===== config.mk =====
export PLATFORM = sky130hd
export DESIGN_NAME = clock_divider_controller_flat
export DESIGN_NICKNAME = d
export VERILOG_FILES = /design/src/rtl/clock_divider_controller_if.sv /design/src/rtl/clock_divider_controller.sv /design/src/flat_wrapper.sv
export SDC_FILE = /design/constraint.sdc
export NUM_CORES = 1
export LEC_CHECK = 0
export BUFFER_PORTS_ARGS = -buffer_cell sky130_fd_sc_hd__buf_2
export CORE_MARGIN = 5
export CORE_UTILIZATION = 45
export DETAILED_ROUTE_END_ITERATION = 7
export GPL_TIMING_DRIVEN = 0
export SLEW_MARGIN = 20
export SYNTH_ARGS = -nofsm -noshare
export SYNTH_HDL_FRONTEND = slang
export SYNTH_SLANG_ARGS = --single-unit

===== constraint.sdc =====
create_clock -name input_clock -period 2.8 [get_ports input_clock]
set_clock_uncertainty 0.1 [all_clocks]
set_input_delay 0.28 -clock input_clock [delete_from_list [all_inputs] [get_ports input_clock]]
set_output_delay 0.28 -clock input_clock [all_outputs]
set_load 0.05 [all_outputs]

===== src/rtl/clock_divider_controller_if.sv =====
// Configuration channel of the clock divider: one ratio update per valid/ready transfer.
// The requester drives valid/channel/division; the controller returns ready.
interface clock_divider_controller_if #(
    parameter int CHANNELS  = 4,
    parameter int DIV_WIDTH = 8
);
    localparam int CH_W = (CHANNELS > 1) ? $clog2(CHANNELS) : 1;

    logic                 cfg_valid;
    logic                 cfg_ready;
    logic [CH_W-1:0]      cfg_channel;
    logic [DIV_WIDTH-1:0] cfg_division;

    modport master (
        output cfg_valid,
        output cfg_channel,
        output cfg_division,
        input  cfg_ready
    );

    modport slave (
        input  cfg_valid,
        input  cfg_channel,
        input  cfg_division,
        output cfg_ready
    );
endinterface


===== src/rtl/clock_divider_controller.sv =====
// Per-channel programmable clock divider; first tick lands `division` cycles after acceptance.
// cfg_ready drops combinationally while the addressed channel still has an uncommitted ratio change.
module clock_divider_controller #(
    parameter int CHANNELS  = 4,
    parameter int DIV_WIDTH = 8
) (
    input  logic                      input_clock,
    input  logic                      reset_n,
    clock_divider_controller_if.slave cfg,
    output logic [CHANNELS-1:0]       tick,
    output logic [CHANNELS-1:0]       output_clock,
    output logic [CHANNELS-1:0]       busy
);
    localparam int CH_W = (CHANNELS > 1) ? $clog2(CHANNELS) : 1;

    localparam logic [1:0] ST_DISABLED    = 2'd0;
    localparam logic [1:0] ST_RUN         = 2'd1;
    localparam logic [1:0] ST_RUN_PENDING = 2'd2;

    localparam logic [DIV_WIDTH-1:0] ONE  = DIV_WIDTH'(1);
    localparam logic [DIV_WIDTH-1:0] ZERO = '0;

    logic [CHANNELS-1:0] sel;
    logic [CHANNELS-1:0] accept;

    // An out-of-range channel matches no sel bit, so it is accepted and dropped.
    assign cfg.cfg_ready = ~|(sel & busy);

    generate
        for (genvar i = 0; i < CHANNELS; i++) begin : g_ch
            localparam logic [CH_W-1:0] IDX = CH_W'(i);

            logic [1:0]           state;
            logic [DIV_WIDTH-1:0] active;
            logic [DIV_WIDTH-1:0] pending;
            logic [DIV_WIDTH-1:0] count;
            logic                 oclk;
            logic                 term;

            assign sel[i]          = (cfg.cfg_channel == IDX);
            assign accept[i]       = cfg.cfg_valid & cfg.cfg_ready & sel[i];
            assign term            = (count == active);
            assign tick[i]         = (state != ST_DISABLED) & term;
            assign busy[i]         = (state == ST_RUN_PENDING);
            assign output_clock[i] = oclk;

            always_ff @(posedge input_clock or negedge reset_n) begin
                if (!reset_n) begin
                    state   <= ST_DISABLED;
                    active  <= ZERO;
                    pending <= ZERO;
                    count   <= ZERO;
                    oclk    <= 1'b0;
                end else begin
                    case (state)
                        ST_DISABLED: begin
                            if (accept[i] && cfg.cfg_division != ZERO) begin
                                active  <= cfg.cfg_division;
                                pending <= cfg.cfg_division;
                                count   <= ONE;
                                state   <= ST_RUN;
                            end
                        end
                        ST_RUN: begin
                            if (term) begin
                                count <= ONE;
                                oclk  <= ~oclk;
                            end else begin
                                count <= count + ONE;
                            end
                            if (accept[i]) begin
                                pending <= cfg.cfg_division;
                                state   <= ST_RUN_PENDING;
                            end
                        end
                        ST_RUN_PENDING: begin
                            // Commit only at a period boundary so no period is cut or stretched.
                            if (term) begin
                                oclk   <= ~oclk;
                                active <= pending;
                                if (pending != ZERO) begin
                                    count <= ONE;
                                    state <= ST_RUN;
                                end else begin
                                    count <= ZERO;
                                    state <= ST_DISABLED;
                                end
                            end else begin
                                count <= count + ONE;
                            end
                        end
                        default: begin
                            state <= ST_DISABLED;
                            count <= ZERO;
                        end
                    endcase
                end
            end
        end
    endgenerate
endmodule


===== src/flat_wrapper.sv =====
// flat-port wrapper written by rule: the top's interface ports become plain ports
module clock_divider_controller_flat 
#(
    parameter int CHANNELS  = 4,
    parameter int DIV_WIDTH = 8
)
  (input_clock, reset_n, tick, output_clock, busy, cfg_cfg_valid, cfg_cfg_channel, cfg_cfg_division, cfg_cfg_ready);
  clock_divider_controller_if #(.CHANNELS(CHANNELS), .DIV_WIDTH(DIV_WIDTH)) cfg_i ();
  input  logic input_clock;
  input  logic reset_n;
  output logic [CHANNELS-1:0] tick;
  output logic [CHANNELS-1:0] output_clock;
  output logic [CHANNELS-1:0] busy;
  input wire logic [$bits(cfg_i.cfg_valid)-1:0] cfg_cfg_valid;
  input wire logic [$bits(cfg_i.cfg_channel)-1:0] cfg_cfg_channel;
  input wire logic [$bits(cfg_i.cfg_division)-1:0] cfg_cfg_division;
  output wire logic [$bits(cfg_i.cfg_ready)-1:0] cfg_cfg_ready;
  assign cfg_i.cfg_valid = cfg_cfg_valid;
  assign cfg_i.cfg_channel = cfg_cfg_channel;
  assign cfg_i.cfg_division = cfg_cfg_division;
  assign cfg_cfg_ready = cfg_i.cfg_ready;
  clock_divider_controller #(.CHANNELS(CHANNELS), .DIV_WIDTH(DIV_WIDTH)) u_core (.input_clock(input_clock), .reset_n(reset_n), .cfg(cfg_i), .tick(tick), .output_clock(output_clock), .busy(busy));
endmodule

==> flow_summary.json <==
{
  "outcome": "completed",
  "netlist_area_mm2": 0.00609,
  "tightest_slew_ns": 0.755,
  "start_util_pct": 46.0,
  "finalSetupViolCount": 0,
  "tns_ns": 0,
  "antennaDiodeCount": 0,
  "synth-main-ff-cell": "dfrtp_1",
  "yosysMostFrequentCell": "dfrtp_1",
  "htree_levels": 3,
  "critical_path_buf_inv_count": 2,
  "max_cap_viol_count": 0,
  "ys_warn_count": 0,
  "arrival_ns": 2.82,
  "dieWidth_um": 126,
  "grt_first_pass_wirelength_um": 24100,
  "path_clk_slew_ns": 0.07,
  "clock-sinks": 108,
  "fin_util_pct": 51.3,
  "synth_area_leaders": "dfrtp_1, mux2_2, xor2_1",
  "areaGrowthSynthToFinish_pct": 11.7,
  "crit_path_cell_trace": "inv_1 > ha_1 > nand4bb_2 > a21o_1 > and2_1 > buf_2 > a221o_1 > mux2_1",
  "synth_cells": 620,
  "ctsRootBufferMaster": "clkbuf_16",
  "dieArea_mm2": 0.0160,
  "yosysSeqAreaShare_pct": 44.4,
  "critPathKind": "reg2reg",
  "critPathMaxFanout": 10,
  "avgSynthCellArea_um2": 9.82,
  "ys_types": 61,
  "whs_ns": 0.154,
  "synth_top_area_cell": "dfrtp_1",
  "vias_per_cell": 5.68,
  "ioPinCount": 26,
  "powerDensity_mw_per_mm2": 947,
  "avgRoutedWirePerCell_um": 16.7,
  "timing.slew.headroom_pct": 49.7,
  "die_h_um": 126,
  "period_share_pct": 95.7,
  "row_count": 42,
  "grt_pass1_vias": 4772,
  "vias": 4762,
  "place.gp.congestion": 0.848,
  "synth-seq-cells": 108,
  "vdd_drop_max_mv": 0.428,
  "slowest_stage": "dfrtp_1",
  "synth_async_sr_flop_share_pct": 100,
  "io_buffers": 25,
  "clk_path_buf_depth": 2,
  "post-dp-hpwl_um": 10100,
  "gr-total-overflow": 0,
  "synth_top_area_share_pct": 44.4,
  "finalHoldViolations": 0,
  "end_kind": "flip-flop",
  "clock.fmax_ghz": 0.373,
  "required_ns": 2.94,
  "synth_edf_count": 0,
  "routed_wirelength_um": 14000,
  "clkLatencyLatePin_ns": 0.35,
  "cts_tree": "built",
  "ant_nets": 0,
  "hold_path_class": "in2reg",
  "start_kind": "flip-flop",
  "coreArea_mm2": 0.0132,
  "final_nets": 691,
  "syn_nets": 653,
  "grt_usage_pct": 18.4,
  "grt_max_degree": 66,
  "cp_top_family": "compound AO/OA/AOI/OAI gates",
  "slew_violations": 0,
  "drc": 0,
  "ys_top_cells_by_count": "dfrtp_1, inv_1, nand2_1, o21ai_0, xor2_1",
  "drt_iter0_markers": 413,
  "firstDrtPassIters": 6,
  "drive_gt1_share_pct": 15.7,
  "p_leak_nw": 3.00,
  "period_minus_slack_ns": 2.68,
  "rsz0062_at_grt": "false",
  "cts-buffers-inserted": 9,
  "slowest_delay_ns": 0.38,
  "antenna_found_initial": 0
}
[path summary, 6_finish.rpt]
kind	cells after the start	end	startpoint	slack, ns
worst max-delay path	8	u_core.g_ch[1].state[1]	u_core.g_ch[1].state[0]	0.12
worst min-delay path	3	u_core.g_ch[0].pending[7]	cfg_cfg_division[7]	0.15
worst max register to register	8	u_core.g_ch[1].state[1]	u_core.g_ch[1].state[0]	0.12
worst min register to register	1	u_core.g_ch[1].oclk	u_core.g_ch[1].oclk	0.38
max in group asynchronous	3	u_core.g_ch[2].pending[4]	reset_n	1.62
min in group asynchronous	2	u_core.g_ch[0].count[5]	reset_n	0.31
[stage by stage]
step | cells | setup WS [ns] | total power [mW] | area, um^2
6_report | 839 | 0.120 | 6.44 | 6800
5_1_grt | 839 | 0.00205 | 6.97 | 6800
4_1_cts | 839 | 0.0331 | 6.45 | 6750
3_5_place_dp | 822 | 0.102 | 5.22 | 6460
3_3_place_gp | 821 | 0.0882 | 5.13 | 6430
2_1_floorplan | 620 | 0.236 | 4.56 | 6090
[worst register-to-register path, cell delays in order (launching register included)]
cell       delay (ns)
dfrtp_1          0.38
inv_1            0.10
ha_1             0.34
nand4bb_2        0.33
a21o_1           0.30
and2_1           0.20
buf_2            0.17
a221o_1          0.32
mux2_1           0.32
[area by class of cell]
type                       instances  area [um^2]
tap                              176          220
timing repair buffer              27          169
inverter                          63          236
buffer                            22          101
sequential                       108         2700
multi-input combinational        427         3100
fill                            1245         6440
clock inverter                     4         25.0
clock buffer                      12          246
[timing repair]
action                     in CTS  in global routing
cloned                          0                  0
resized for setup               1                  8
hold buffers                    1                  0
setup buffers                   0                  0
hold endpoints to repair       43                  0
setup endpoints to repair       1                 29
[cell usage in the layout (no fill, tap or decap), drive strengths merged, types with 5 or more instances in the layout]
| cell type | Yosys | layout |
|---|---|---|
| nand2 | 63 | 63 |
| nand2b | 5 | 5 |
| nand3 | 25 | 25 |
| nor2b | 5 | 5 |
| a211oi | 10 | 10 |
| nand4 | 5 | 5 |
| xor2 | 34 | 34 |
| o22ai | 8 | 8 |
| and3 | 10 | 10 |
| o21ai | 49 | 49 |
| buf | 9 | 35 |
| ha | 20 | 20 |
| a22o | 5 | 5 |
| o21bai | 6 | 6 |
| dfrtp | 108 | 108 |
| nor2 | 30 | 30 |
| nor4 | 18 | 18 |
| mux2i | 12 | 12 |
| a222oi | 16 | 16 |
| a21oi | 22 | 22 |
| inv | 63 | 63 |
| clkbuf | 13 | 25 |
| mux2 | 34 | 34 |
[power by group]
part	internal [mW]	switching, mW	total, mW
clock network	0.626	0.569	1.19
logic	1.10	1.52	2.63
registers	2.15	0.472	2.62
total	3.88	2.57	6.44
[registers in the layout, indices dropped and copies added, names as in the netlist]
| register | flops |
|---|---|
| u_core.g_ch.pending | 32 |
| u_core.g_ch.count | 32 |
| u_core.g_ch.oclk | 4 |
| u_core.g_ch.state | 8 |
| u_core.g_ch.active | 32 |
[cells by family after synthesis]
kind of cell               after synthesis  synth area share (%)
AOI/OAI and AO/OA                      146                  16.8
xor gates and xnor gates                36                  5.18
adders and majority gates               20                  4.11
buffers and inverters                   85                  5.55
DFF                                    108                  44.4
muxes                                   47                  8.84
and+or+nand+nor                        178                  15.1
[routing by layer]
| layer | track usage [%] | part of all wire [%] |
|---|---|---|
| met2 | 29.4 | 47 |
| met4 | 3.47 | 0.95 |
| met1 | 25.7 | 47 |
| met3 | 4.75 | 4.8 |
| met5 | 0 | 0 |
Power figures use the tool's default switching activity.
